===== src/rtl/uart_pkg.sv =====
// Shared definitions for the miniUART receive and transmit ends.
package uart_pkg;

   typedef enum logic [1:0] {StIdle, StStart, StData, StStop} uart_state_e;

   localparam int unsigned DATA_BITS = 8;
   localparam logic        LINE_IDLE = 1'b1;

endpackage


===== src/rtl/uart_bit_timer.sv =====
// Free-running count-to-N tick generator with synchronous clear.
module uart_bit_timer #(
   parameter  int unsigned N = 16,
   localparam int unsigned W = $clog2(N)
) (
   input  logic         clock,
   input  logic         reset,
   input  logic         clear,
   output logic [W-1:0] count,
   output logic         tick
);

   logic [W-1:0] count_q, count_d;

   assign count = count_q;
   assign tick  = (count_q == W'(N - 1));

   always_comb begin
      count_d = count_q + W'(1);
      if (clear || tick) count_d = '0;
   end

   always_ff @(posedge clock or posedge reset) begin
      if (reset) count_q <= '0;
      else       count_q <= count_d;
   end

endmodule


===== src/rtl/uart_rx_sampler.sv =====
// Mid-bit-sampling 8N1 UART receiver with a one-entry valid/ready output buffer.
module uart_rx_sampler
   import uart_pkg::*;
#(
   parameter int unsigned CLKS_PER_BIT = 16
) (
   input  logic                 clock,
   input  logic                 reset,
   input  logic                 serial_input,
   output logic [DATA_BITS-1:0] rx_byte,
   output logic                 rx_valid,
   input  logic                 rx_ready,
   output logic                 frame_error,
   output logic                 overrun
);

   localparam int unsigned HALF_BIT = CLKS_PER_BIT / 2;
   localparam int unsigned TW       = $clog2(CLKS_PER_BIT);

   logic                 sync_q, rx_s_q;
   uart_state_e          state_q, state_d;
   logic [2:0]           bit_idx_q, bit_idx_d;
   logic [DATA_BITS-1:0] shreg_q, shreg_d;
   logic [DATA_BITS-1:0] rx_byte_q, rx_byte_d;
   logic                 rx_valid_q, rx_valid_d;
   logic                 frame_error_q, overrun_q;
   logic                 timer_clear, shift_en, frame_good, frame_bad;
   logic [TW-1:0]        count;
   logic                 tick;

   always_ff @(posedge clock or posedge reset) begin
      if (reset) begin
         sync_q <= LINE_IDLE;
         rx_s_q <= LINE_IDLE;
      end else begin
         sync_q <= serial_input;
         rx_s_q <= sync_q;
      end
   end

   uart_bit_timer #(.N(CLKS_PER_BIT)) u_timer (
      .clock (clock),
      .reset (reset),
      .clear (timer_clear),
      .count (count),
      .tick  (tick)
   );

   always_comb begin
      state_d     = state_q;
      bit_idx_d   = bit_idx_q;
      timer_clear = 1'b0;
      shift_en    = 1'b0;
      frame_good  = 1'b0;
      frame_bad   = 1'b0;
      unique case (state_q)
         StIdle: begin
            // Timer held at zero so START counts from the detected edge.
            timer_clear = 1'b1;
            if (!rx_s_q) state_d = StStart;
         end
         StStart: begin
            if (count == TW'(HALF_BIT - 1)) begin
               timer_clear = 1'b1;
               bit_idx_d   = 3'd0;
               state_d     = rx_s_q ? StIdle : StData;
            end
         end
         StData: begin
            if (tick) begin
               shift_en  = 1'b1;
               bit_idx_d = bit_idx_q + 3'd1;
               if (bit_idx_q == 3'(DATA_BITS - 1)) state_d = StStop;
            end
         end
         StStop: begin
            if (tick) begin
               frame_good = rx_s_q;
               frame_bad  = !rx_s_q;
               state_d    = StIdle;
            end
         end
         default: state_d = StIdle;
      endcase
   end

   assign shreg_d = shift_en ? {rx_s_q, shreg_q[DATA_BITS-1:1]} : shreg_q;

   // A same-cycle handshake frees the slot, so a finishing frame can load instead of overrunning.
   always_comb begin
      rx_byte_d  = rx_byte_q;
      rx_valid_d = rx_valid_q;
      if (frame_good && (!rx_valid_q || rx_ready)) begin
         rx_byte_d  = shreg_q;
         rx_valid_d = 1'b1;
      end else if (rx_valid_q && rx_ready) begin
         rx_valid_d = 1'b0;
      end
   end

   always_ff @(posedge clock or posedge reset) begin
      if (reset) begin
         state_q       <= StIdle;
         bit_idx_q     <= 3'd0;
         shreg_q       <= '0;
         rx_byte_q     <= '0;
         rx_valid_q    <= 1'b0;
         frame_error_q <= 1'b0;
         overrun_q     <= 1'b0;
      end else begin
         state_q       <= state_d;
         bit_idx_q     <= bit_idx_d;
         shreg_q       <= shreg_d;
         rx_byte_q     <= rx_byte_d;
         rx_valid_q    <= rx_valid_d;
         frame_error_q <= frame_bad;
         overrun_q     <= frame_good && rx_valid_q && !rx_ready;
      end
   end

   assign rx_byte     = rx_byte_q;
   assign rx_valid    = rx_valid_q;
   assign frame_error = frame_error_q;
   assign overrun     = overrun_q;

endmodule


===== config.mk =====
export PLATFORM = sky130hd
export DESIGN_NAME = uart_rx_sampler
export DESIGN_NICKNAME = d
export VERILOG_FILES = /design/src/rtl/uart_pkg.sv /design/src/rtl/uart_bit_timer.sv /design/src/rtl/uart_rx_sampler.sv
export SDC_FILE = /design/constraint.sdc
export NUM_CORES = 1
export LEC_CHECK = 0
export ABC_AREA = 1
export CORE_ASPECT_RATIO = 1.4
export CORE_MARGIN = 2
export CORE_UTILIZATION = 54
export CTS_CLUSTER_DIAMETER = 120
export DETAILED_ROUTE_END_ITERATION = 10
export PLACE_DENSITY = 0.88
export SLEW_MARGIN = 30
export SYNTH_ARGS = -nofsm -noshare
export SYNTH_HDL_FRONTEND = slang
export SYNTH_SLANG_ARGS = --single-unit

===== constraint.sdc =====
create_clock -name clock -period 2 [get_ports clock]
set_clock_uncertainty 0.2 [all_clocks]
set_input_delay 0.2 -clock clock [delete_from_list [all_inputs] [get_ports clock]]
set_output_delay 0.2 -clock clock [all_outputs]
set_load 0.005 [all_outputs]

# After elaboration in Yosys (flattened, before gate mapping)

Cells that the tools add are included.

Flip-flop bits (word level): 30
Input port bits: 4
Output and inout bits: 11
Word-level logic and storage cells: 58

$add $sub $neg: 2
Eq/ne operators: 11
Multiplexer cells: 21
Reduce and logical (&&, ||, !) cells: 14

Operator list:

| cell                                                                    | count |
|---|---|
| 2-bit two-way mux                                                       | 6 |
| 1-bit two-way mux                                                       | 9 |
| 2-bit case mux with 4 select lines                                      | 1 |
| 3-bit two-way mux                                                       | 2 |
| 2-bit inequality test, second input constant                            | 3 |
| 3-bit case mux with 2 select lines                                      | 1 |
| 5-bit AND reduction                                                     | 1 |
| 4-bit by 1-bit adder with 4-bit output, second input constant           | 1 |
| 2-bit == test, second input constant                                    | 2 |
| 4-bit by 3-bit == test with 1-bit output, second input constant         | 1 |
| 4-bit == test, second input constant                                    | 1 |
| 1-bit logical AND                                                       | 4 |
| 4-bit two-way mux                                                       | 1 |
| 2-bit by 1-bit inequality test with 1-bit output, second input constant | 2 |
| 2-bit nonzero test                                                      | 2 |
| 3-bit by 1-bit adder with 3-bit output, second input constant           | 1 |
| 3-bit == test, second input constant                                    | 1 |
| 1-bit logical NOT                                                       | 3 |
| 3-bit AND reduction                                                     | 1 |
| 2-bit by 1-bit == test with 1-bit output, second input constant         | 1 |
| 2-bit logical NOT                                                       | 1 |
| 1-bit logical OR                                                        | 2 |
| 1-bit case mux with 2 select lines                                      | 1 |

# Logic depth before layout (Yosys ltp)

Gate-level depths: netlist (run 1).

Depth after elaboration: 5
Depth in mapped cells: 9
Gate-level depth less buffers: 9

# Modules after synthesis

From an unflattened synthesis (run 1), not the netlist that was laid out.

Cells, all modules: 137
Area, all modules: 1298.7 µm²

Modules (own cells, without submodules):

| module          | times used | cells an instance | area an instance (µm²) | sequential area each (µm²) |
|---|---|---|---|---|
| uart_rx_sampler | 1          | 117               | 1102.3                 | 653.1 |
| uart_bit_timer  | 1          | 20                | 196.4                  | 100.1 |

# Worst setup path before layout (run 1)

OpenSTA, ideal clock, no wires.

Path kind: register to register
Start point: register u_timer.count_q[0], in the netlist u_timer.count[0]
End point: register bit_idx_q[2]
Setup time: 0.074 ns
Arrival time: 1.228 ns
Data required time: 1.726 ns
Path slack: 0.498 ns
Stages on the path, launching flop included: 9
Path buffers: 0
Period minus slack after synthesis: 1.502 ns
Path through: dfrtp_1 -> ha_1 -> nand3_2 -> inv_2 -> nand2_4 -> inv_2 -> o21ai_2 -> nand2_1 -> o21ai_2

Longest elaborated chain between the ends: 3
Elaborated cells on any way between the ends: 5
Classes of those cells: 4 x eq/ne; 1 x reduce/logical

Ends and longest elaborated chain:

| item                                                                                                       | line                                        | source |
|---|---|---|
| start, declared                                                                                            | uart_bit_timer.sv:13                        | `logic [W-1:0] count_q, count_d;` |
| start signal, assigned                                                                                     | uart_bit_timer.sv:25                        | `else count_q <= count_d;` |
| 4-bit == test or 4-bit by 3-bit == test with 1-bit output (tied branches)                                  | uart_bit_timer.sv:16, uart_rx_sampler.sv:63 |  |
| 2-bit by 1-bit inequality test with 1-bit output (no source line) or 2-bit inequality test (tied branches) | n/a                                         |  |
| 3-bit AND reduction (no source line) *                                                                     | n/a                                         |  |
| end signal, assigned                                                                                       | uart_rx_sampler.sv:112                      | `bit_idx_q <= bit_idx_d;` |
| end, declared                                                                                              | uart_rx_sampler.sv:22                       | `logic [2:0] bit_idx_q, bit_idx_d;` |

Mark *: on every way between the ends. The rest lies on a longest branch, timed or not.
A chain may end at the register's enable or synchronous reset.

# Final worst setup path (run 1)

Start point: register u_timer.count_q[0], in the netlist u_timer.count[0]
End point: register rx_byte_q[5], in the netlist rx_byte[5]

Longest elaborated chain between the ends: 4

Ends and longest elaborated chain:

| item                 | line                   | source |
|---|---|---|
| 4-bit == test        | uart_bit_timer.sv:16   | `assign tick = (count_q == W'(N - 1));` |
| 1-bit two-way mux    | uart_rx_sampler.sv:77  | `if (tick) begin` |
| 1-bit two-way mux    | uart_rx_sampler.sv:56  | `unique case (state_q)` |
| 1-bit logical AND    | uart_rx_sampler.sv:93  | `if (frame_good && (!rx_valid_q \|\| rx_ready)) begin` |
| end signal, assigned | uart_rx_sampler.sv:114 | `rx_byte_q <= rx_byte_d;` |
| end, declared        | uart_rx_sampler.sv:24  | `logic [DATA_BITS-1:0] rx_byte_q, rx_byte_d;` |

Every way passes these cells.

==> impl_metrics.tcl, run 1 <==
set metrics [dict create \
    rsz0062_at_grt "no" \
    worstMarginPinSlew_ns 0.370 \
    num-nets-final 157 \
    antenna_found_initial 0 \
    wl_per_cell_um 12.8 \
    ant_nets 0 \
    setup_violations 0 \
    drive_gt1_share_pct 26.5 \
    crit_arrival_ns 1.71 \
    min-delay-path-class "input port to async pin" \
    track_usage_pct 19.7 \
    path_delay_family "simple AND/OR/NAND/NOR gates" \
    fin_crit_ns 1.70 \
    cts_setup_buffers 0 \
    postCtsHoldBufs 0 \
    worstReg2RegEnd "rx_byte[5]$_DFFE_PP0P_" \
    seq_area_frac_synth_pct 57.0 \
    synth_nets 136 \
    ys_ff_latch 30 \
    ctsHtreeMaxLevel 2 \
    dp_hpwl_mm 1.66 \
    rows 21 \
    drv_cap 0 \
    crit_buf_inv 1 \
    root_buffer "clkbuf_4" \
    cts-resized-gates 0 \
    final_common_cell "nand2_1" \
    vias 903 \
    wirelength_mm 2.22 \
    cts_buffers 5 \
    clock_sinks 30 \
    vias_per_cell 5.19 \
    path_clk_slew_ns 0.09 \
    p_leak_nw 0.746 \
    io_buffers 14 \
    synth_cell_types 20 \
    clk_latency_ns 0.33 \
    area_delta_synth_final_pct 16.7 \
    ir_drop_mv 0.617 \
    grt_max_degree 31 \
    drtIter0Drc 20 \
    synth_area_leaders "dfrtp_1, o21ai_2, nand2_1, inv_1, dfstp_2" \
    slowest_stage "dfrtp_1" \
    regToRegStartpoint "u_timer.count[0]$_DFF_PP0_" \
    critical_path_depth 6 \
    mostFrequentLayoutCells "nand2_1, dfrtp_1, o21ai_2" \
    cts_max_path_buffers 2 \
    die_w_um 45.8 \
    finalCritPeriodShare_pct 84.8 \
    setup_tns_ns 0 \
    worstPathMaxFanout 17 \
    drc 0 \
    setup_ws_ns 0.304 \
    dr.pass1.iters 4 \
    cts_tree "done" \
    synth.avg_cell_area_um2 10.3 \
    critPathMaxStageDelay_ns 0.37 \
    antennaDiodeCount 0 \
    multiInputGateArea_um2 475 \
    critical_path_required_ns 2.02 \
    status "complete, no violations" \
    fmax_ghz 0.590 \
    place.gp.congestion 0.892 \
    yosysTopAreaCell "dfrtp_1" \
    regArea_um2 753 \
    critPathCaptureType "flip-flop" \
    path_cells "ha_1 -> nand3_2 -> inv_2 -> nand4_4 -> nand2_1 -> o21ai_2" \
    start_kind "flip-flop" \
    grt_remaining_overflow 0 \
    yosysWarnings 0 \
    place_ws_ns 0.299 \
    power_density_nw_per_um2 934 \
    slew_headroom_pct 75.3 \
    reg2reg_depth 6 \
    crit_type "flip-flop to flip-flop" \
    start_util_pct 55.9 \
    report.final.slew_viol_count 0 \
    nFillCells 187 \
    syn_area_um2 1320 \
    hold_violations 0 \
    reg2reg_slack_ns 0.30 \
    dieArea_um2 2870 \
    ios 15 \
    netlist_instances 129 \
    die_h_um 62.6 \
    core_area_um2 2360 \
    synth_top_area_share_pct 53.0 \
    grt_pass1_wl_mm 4.08 \
    grt_pass1_vias 954 \
]
## state kept, by name (all words and copies together), names as in the netlist, named ones only
signal and count:
overrun 1, frame_error 1, bit_idx_q 3, rx_valid 1
u_timer.count 4, rx_byte 8, shreg_q 8, sync_q 1
state_q 1, rx_s_q 1
## worst min-delay path, stage by stage
cell and delay, ns:
clkdlybuf4s50_1 0.40, inv_1 0.05, buf_4 0.34
## cells by family after synthesis
group                    Yosys count  synth area share [%]
flip-flops                        30                  57.0
buffers and inverters             21                  7.09
AO/OA/AOI/OAI                     22                  13.9
XOR/XNOR                           1                 0.662
adder cells (fa/ha/maj)            3                  2.84
AND/OR/NAND/NOR                   52                  18.5
## where the power goes
group	switching, mW	internal [mW]	leakage (nW)	total, mW
clock	0.198	0.170	0.0353	0.368
sequential	0.0717	0.670	0.403	0.742
combinational	0.214	0.118	0.307	0.332
total	0.484	0.958	0.746	1.44
## cells in the mapped netlist
cell type  instances
nand2_2            1
nand3_1            6
inv_2              4
nand4_4            1
ha_1               3
dfrtp_1           28
nor2_2             2
xor2_1             1
buf_6              2
o21a_1             1
nand3_2            1
nand2_4            1
nor2_1             5
dfstp_2            2
o21ai_2           19
a21oi_1            2
nor3_1             1
nand2_1           33
nor4_1             1
inv_1             15
## per-stage QoR
step           util [%]  hold slack, ns  std cells  power [mW]  cell area (µm²)
2_1_floorplan         -         0.00448        129        1.01             1320
3_3_place_gp       62.8           0.147        166        1.05             1480
3_5_place_dp       62.8           0.147        166        1.08             1480
4_1_cts            65.3          0.0525        174        1.46             1540
5_1_grt            65.3          0.0651        174        1.56             1540
6_report           65.3          0.0432        174        1.44             1540
## final cells by class
type	instances	share of cell area, %
Multi-Input combinational cell	78	30.8
Timing Repair Buffer	16	10.0
Clock buffer	7	3.57
Sequential cell	30	48.8
Tap cell	23	1.86
Inverter	19	4.62
Clock inverter	1	0.324
## metal layers
metal	vias up	GRT usage, %	share of wire, %
met5	-	0	0
met4	0	9.64	3.0
met1	431	23.1	44
li1	449	-	-
met3	9	6.94	3.5
met2	14	30.8	50
## worst max-delay path by stage
stage                                from                       end  slack [ns]
6_report       u_timer.count[0]$_DFF_PP0_    rx_byte[5]$_DFFE_PP0P_        0.30
5_1_grt        u_timer.count[0]$_DFF_PP0_    rx_byte[5]$_DFFE_PP0P_        0.18
3_5_place_dp   u_timer.count[0]$_DFF_PP0_    rx_byte[3]$_DFFE_PP0P_        0.30
3_3_place_gp                     rx_ready    rx_byte[5]$_DFFE_PP0P_        0.36
4_1_cts        u_timer.count[0]$_DFF_PP0_    rx_byte[3]$_DFFE_PP0P_        0.28
2_1_floorplan  u_timer.count[0]$_DFF_PP0_  bit_idx_q[2]$_DFFE_PP0P_        0.50
(Power assumes the default switching activity.)
==> run 2: changes to the inputs <==
CORE_UTILIZATION = 49   (was 54)
PLACE_DENSITY = 0.85   (was 0.88)
clock period = 1.4 ns   (was 2 ns; I/O delays follow)
==> impl_metrics.tcl, run 2 (synthesized netlist as in run 1, its figures left out) <==
set metrics [dict create \
    status "finished with violations" \
    violations "negative setup slack" \
    crit_type "flip-flop to flip-flop" \
    track_usage_pct 23.9 \
    p_int_mw 1.66 \
    grt_remaining_overflow 0 \
    grt_max_degree 31 \
    cts_max_path_buffers 2 \
    cts_buffers 5 \
    worstPathMaxFanout 4 \
    regArea_um2 753 \
    setup_violations 23 \
    vias 1058 \
    dp_hpwl_mm 1.78 \
    multiInputGateArea_um2 667 \
    rsz0062_at_grt "yes" \
    area_delta_synth_final_pct 53.3 \
    p_total_mw 2.59 \
    num-nets-final 185 \
    path_clk_slew_ns 0.09 \
    drtIter0Drc 29 \
    place.gp.congestion 0.745 \
    dr.pass1.iters 5 \
    critPathMaxStageDelay_ns 0.42 \
    path_common_cell "inv_4" \
    slew_headroom_pct 83.0 \
    p_switching_uw 933 \
    fin_crit_ns 1.51 \
    start_kind "flip-flop" \
    antenna_found_initial 0 \
    io_buffers 14 \
    report.final.slew_viol_count 0 \
    slowest_stage "dfrtp_1" \
    grt_pass1_wl_mm 5.04 \
    path_cells "ha_4 -> nand3_4 -> inv_4 -> nand2_8 -> inv_4 -> o21ai_4 -> nand2_1 -> o21ai_2" \
    antennaDiodeCount 0 \
    start_util_pct 51.1 \
    ant_nets 0 \
    finalCritPeriodShare_pct 108 \
    ctsHtreeMaxLevel 2 \
    dieArea_um2 3140 \
    min-delay-path-class "flip-flop to flip-flop" \
    rows 22 \
    combPwrFrac_pct 37.8 \
    drv_cap 0 \
    crit_arrival_ns 1.57 \
    pwr-share-seq_pct 41.0 \
    path_delay_family "flip-flops" \
    clkPwrFrac_pct 21.1 \
    reg2reg_slack_ns -0.11 \
    grt_pass1_vias 1081 \
    drc 0 \
    critPathCaptureType "flip-flop" \
    die_h_um 65.5 \
    nFillCells 165 \
    die_w_um 47.9 \
    drive_gt1_share_pct 54.7 \
    worstMarginPinSlew_ns 0.253 \
    fmax_ghz 0.664 \
    crit_buf_inv 2 \
    vias_per_cell 4.92 \
    clk_latency_ns 0.34 \
    setup_ws_ns -0.105 \
    ios 15 \
    power_density_nw_per_um2 1280 \
    p_leak_nw 0.971 \
    hold_violations 0 \
    mostFrequentLayoutCells "dfrtp_1, buf_4, o21ai_2" \
    root_buffer "clkbuf_4" \
    wl_per_cell_um 14.4 \
    final_common_cell "dfrtp_1" \
    p_sw_share_pct 36.0 \
    critical_path_required_ns 1.47 \
    cts_tree "done" \
    core_area_um2 2590 \
    utilization_pct 78.3 \
    clock_sinks 30 \
    wirelength_mm 3.10 \
    ir_drop_mv 1.33 \
]
[run 2: worst register-to-register path, cell delays in order (launching register included)]
cell     delay (ns)
dfrtp_1        0.42
ha_4           0.19
nand3_4        0.12
inv_4          0.07
nand2_8        0.10
inv_4          0.05
o21ai_4        0.16
nand2_1        0.08
o21ai_2        0.06
[run 2: power by group through the flow]
stage	clock, mW	sequential (mW)	combinational, mW
floorplan	0	1.05	0.434
global placement	0	1.05	0.686
detailed placement	0	1.06	0.712
CTS	0.566	1.06	0.912
global route	0.591	1.08	1.07
finish	0.548	1.06	0.981
[run 2: final timing paths]
path	from	to	cells after the start
max in group asynchronous	reset	rx_s_q$_DFF_PP1_	4
worst max-delay path	u_timer.count[0]$_DFF_PP0_	bit_idx_q[2]$_DFFE_PP0P_	8
worst min register to register	sync_q$_DFF_PP1_	rx_s_q$_DFF_PP1_	0
min in group asynchronous	reset	shreg_q[2]$_DFFE_PP0P_	4
worst max register to register	u_timer.count[0]$_DFF_PP0_	bit_idx_q[2]$_DFFE_PP0P_	8
worst min-delay path	sync_q$_DFF_PP1_	rx_s_q$_DFF_PP1_	0
[run 2: timing repair]
action	4_1_cts	5_1_grt
endpoints found under the setup margin	33	26
pin swaps	9	11
hold buffers	2	0
hold endpoints to repair	29	0
setup buffers	9	2
gates resized for setup	49	9
cloned	1	0
[run 2: through the flow]
step / setup WS, ns / instances / cell area, µm² / hold slack (ns) / setup TNS (ns)
3_3_place_gp: -0.0682 / 193 / 1660 / 0.146 / -0.868
3_5_place_dp: -0.115 / 193 / 1660 / 0.154 / -1.93
5_1_grt: -0.192 / 215 / 2030 / 0.172 / -3.05
2_1_floorplan: -0.0797 / 129 / 1350 / -0.0555 / -0.425
4_1_cts: -0.0829 / 213 / 1970 / 0.168 / -1.09
6_report: -0.105 / 215 / 2030 / 0.167 / -1.63
[run 2: layer usage]
layer | wire (µm) | up-vias | global-route usage (%) | part of all wire, %
met5 | 0 | - | 0 | 0
met4 | 80 | 0 | 11.1 | 2.6
met3 | 90 | 7 | 7.42 | 2.9
met2 | 1750 | 17 | 39.5 | 56
met1 | 1190 | 524 | 26.5 | 38
li1 | - | 510 | - | -
[run 2: final cells by class]
cell class	instances	area share (%)
Sequential cell	30	37.2
Multi-Input combinational cell	78	32.9
Timing Repair Buffer	44	20.8
Clock inverter	2	0.617
Inverter	19	3.77
Clock buffer	6	2.53
Tap cell	36	2.22
==> run 3: changes to the inputs <==
ABC_AREA = unset   (was 1)
CORE_MARGIN = 8   (was 2)
CORE_UTILIZATION = 48   (was 49)
PLACE_DENSITY = 0.73   (was 0.85)
==> impl_metrics.tcl, run 3 <==
set metrics [dict create \
    status "finished with violations" \
    violations "negative setup slack" \
    ys_ff_latch 30 \
    syn_area_um2 1300 \
    setup_violations 24 \
    utilization_pct 72.7 \
    drtIter0Drc 20 \
    num-nets-final 143 \
    core_area_um2 2590 \
    yosysTopAreaCell "dfrtp_1" \
    grt_pass1_vias 956 \
    hold_violations 0 \
    p_total_mw 2.58 \
    p_leak_nw 0.907 \
    cp-endpoint "rx_byte[4]$_DFFE_PP0P_" \
    io_buffers 14 \
    wl_per_cell_um 15.3 \
    cts_tree "done" \
    yosys_most_used_dff "dfrtp_1" \
    regToRegStartpoint "u_timer.count[1]$_DFF_PP0_" \
    dr.pass1.iters 4 \
    finalCritPeriodShare_pct 123 \
    antennaDiodeCount 0 \
    synth_top_cells_by_count "dfrtp_1, nor2_1, mux2_2, mux2_4" \
    mostFrequentLayoutCells "dfrtp_1, buf_4, mux2_4" \
    netlist_instances 94 \
    area_delta_synth_final_pct 44.9 \
    cts_max_path_buffers 2 \
    critPathMaxStageDelay_ns 0.40 \
    drive_gt1_share_pct 51.8 \
    dp_hpwl_mm 1.78 \
    vias 913 \
    critPathCaptureType "flip-flop" \
    ios 15 \
    place.gp.congestion 0.822 \
    die_w_um 60.0 \
    final_common_cell "dfrtp_1" \
    ctsHtreeMaxLevel 2 \
    report.final.slew_viol_count 0 \
    start_kind "flip-flop" \
    critical_path_required_ns 1.41 \
    worstMarginPinSlew_ns 0.273 \
    path_cells "ha_4 -> and4_4 -> and4_4 -> mux2_4" \
    fin_crit_ns 1.72 \
    antenna_found_initial 0 \
    reg2reg_depth 4 \
    crit_type "flip-flop to flip-flop" \
    root_buffer "clkbuf_4" \
    worstReg2RegEnd "rx_byte[4]$_DFFE_PP0P_" \
    vias_per_cell 5.28 \
    die_h_um 77.5 \
    setup_ws_ns -0.319 \
    track_usage_pct 12.0 \
    yosysMostFrequentCell "dfrtp_1" \
    clock_sinks 30 \
    min-delay-path-class "flip-flop to flip-flop" \
    dp_cells 158 \
    dieArea_um2 4650 \
    ir_drop_mv 1.20 \
    worstPathMaxFanout 8 \
    crit_arrival_ns 1.73 \
    power_density_nw_per_um2 1370 \
    cts_buffers 5 \
    holdPathStages 0 \
    grt_remaining_overflow 0 \
    rsz0062_at_grt "yes" \
    synth_edf_count 0 \
    start_util_pct 50.2 \
    drv_cap 0 \
    ys_async_sr_fraction_pct 100 \
    synth_cell_types 29 \
    synth.avg_cell_area_um2 13.8 \
    grt_pass1_wl_mm 4.26 \
    place_ws_ns -0.332 \
    seq_area_frac_synth_pct 58.0 \
    drc 0 \
    yosysWarnings 0 \
    hold_slack_ns 0.159 \
    ant_nets 0 \
    path_common_cell "and4_4" \
    rows 22 \
    startpoint "u_timer.count[1]$_DFF_PP0_" \
    slew_headroom_pct 81.7 \
    grt_max_degree 31 \
    wirelength_mm 2.64 \
    slowest_stage "dfrtp_1" \
    path_clk_slew_ns 0.09 \
    clk_latency_ns 0.32 \
    synth_area_leaders "dfrtp_1, mux2_4, mux2_2, dfstp_2, ha_1" \
    fin_cells 173 \
    synth_nets 101 \
    synth_top_area_share_pct 53.9 \
    reg2reg_slack_ns -0.32 \
    fmax_ghz 0.582 \
]
[run 3: stage by stage]
| stage | TNS, ns | area (µm²) |
|---|---|---|
| floorplan | -5.27 | 1350 |
| global placement | -4.72 | 1650 |
| detailed placement | -5.29 | 1650 |
| CTS | -5.08 | 1810 |
| global route | -6.85 | 1880 |
| finish | -5.54 | 1880 |
[run 3: critical path: cells and delay by family, from the launching register on]
kind | cells | cell delay, ns
multiplexers | 1 | 0.32
AND/OR/NAND/NOR | 2 | 0.53
flip-flops | 1 | 0.40
adder cells (fa/ha/maj) | 1 | 0.16
[run 3: where the power goes]
part	switching, mW	internal (mW)	total (mW)	leakage, nW
sequential	0.110	0.978	1.09	0.397
combinational	0.480	0.486	0.966	0.474
clock	0.282	0.243	0.525	0.0353
[run 3: worst min path at each step]
stage                           from          endpoint
floorplan               serial_input  sync_q$_DFF_PP1_
global placement    sync_q$_DFF_PP1_  rx_s_q$_DFF_PP1_
detailed placement  sync_q$_DFF_PP1_  rx_s_q$_DFF_PP1_
CTS                     serial_input  sync_q$_DFF_PP1_
global route        sync_q$_DFF_PP1_  rx_s_q$_DFF_PP1_
finish              sync_q$_DFF_PP1_  rx_s_q$_DFF_PP1_
[run 3: per-layer routing]
| layer | wire [µm] | global-route usage [%] |
|---|---|---|
| met1 | 1100 | 13.0 |
| met2 | 1350 | 19.6 |
| met3 | 158 | 4.95 |
| met4 | 44 | 5.28 |
| met5 | 0 | 0 |
[run 3: final cells by class]
type / instances / area, µm²
fill: 180 / 706
inverter: 2 / 7.51
clock inverter: 1 / 5.00
sequential: 30 / 753
multi-input combinational: 57 / 649
tap: 36 / 45.0
timing repair buffer: 40 / 367
clock buffer: 7 / 55.1
[run 3: cells by family after synthesis]
family | after synthesis | synth area share, %
AOI/OAI and AO/OA | 12 | 6.84
DFF | 30 | 58.0
xor gates and xnor gates | 2 | 1.35
buffers and inverters | 7 | 4.72
adders and majority gates | 3 | 2.89
and+or+nand+nor | 24 | 10.0
muxes | 16 | 16.2
[run 3: timing repair]
item / CTS / global route
hold endpoints to repair: 28 / 1
endpoints found under the setup margin: 36 / 28
buffers inserted: 5 / 4
pin swaps: 9 / 6
hold buffers: 1 / 1
resized for setup: 28 / 12
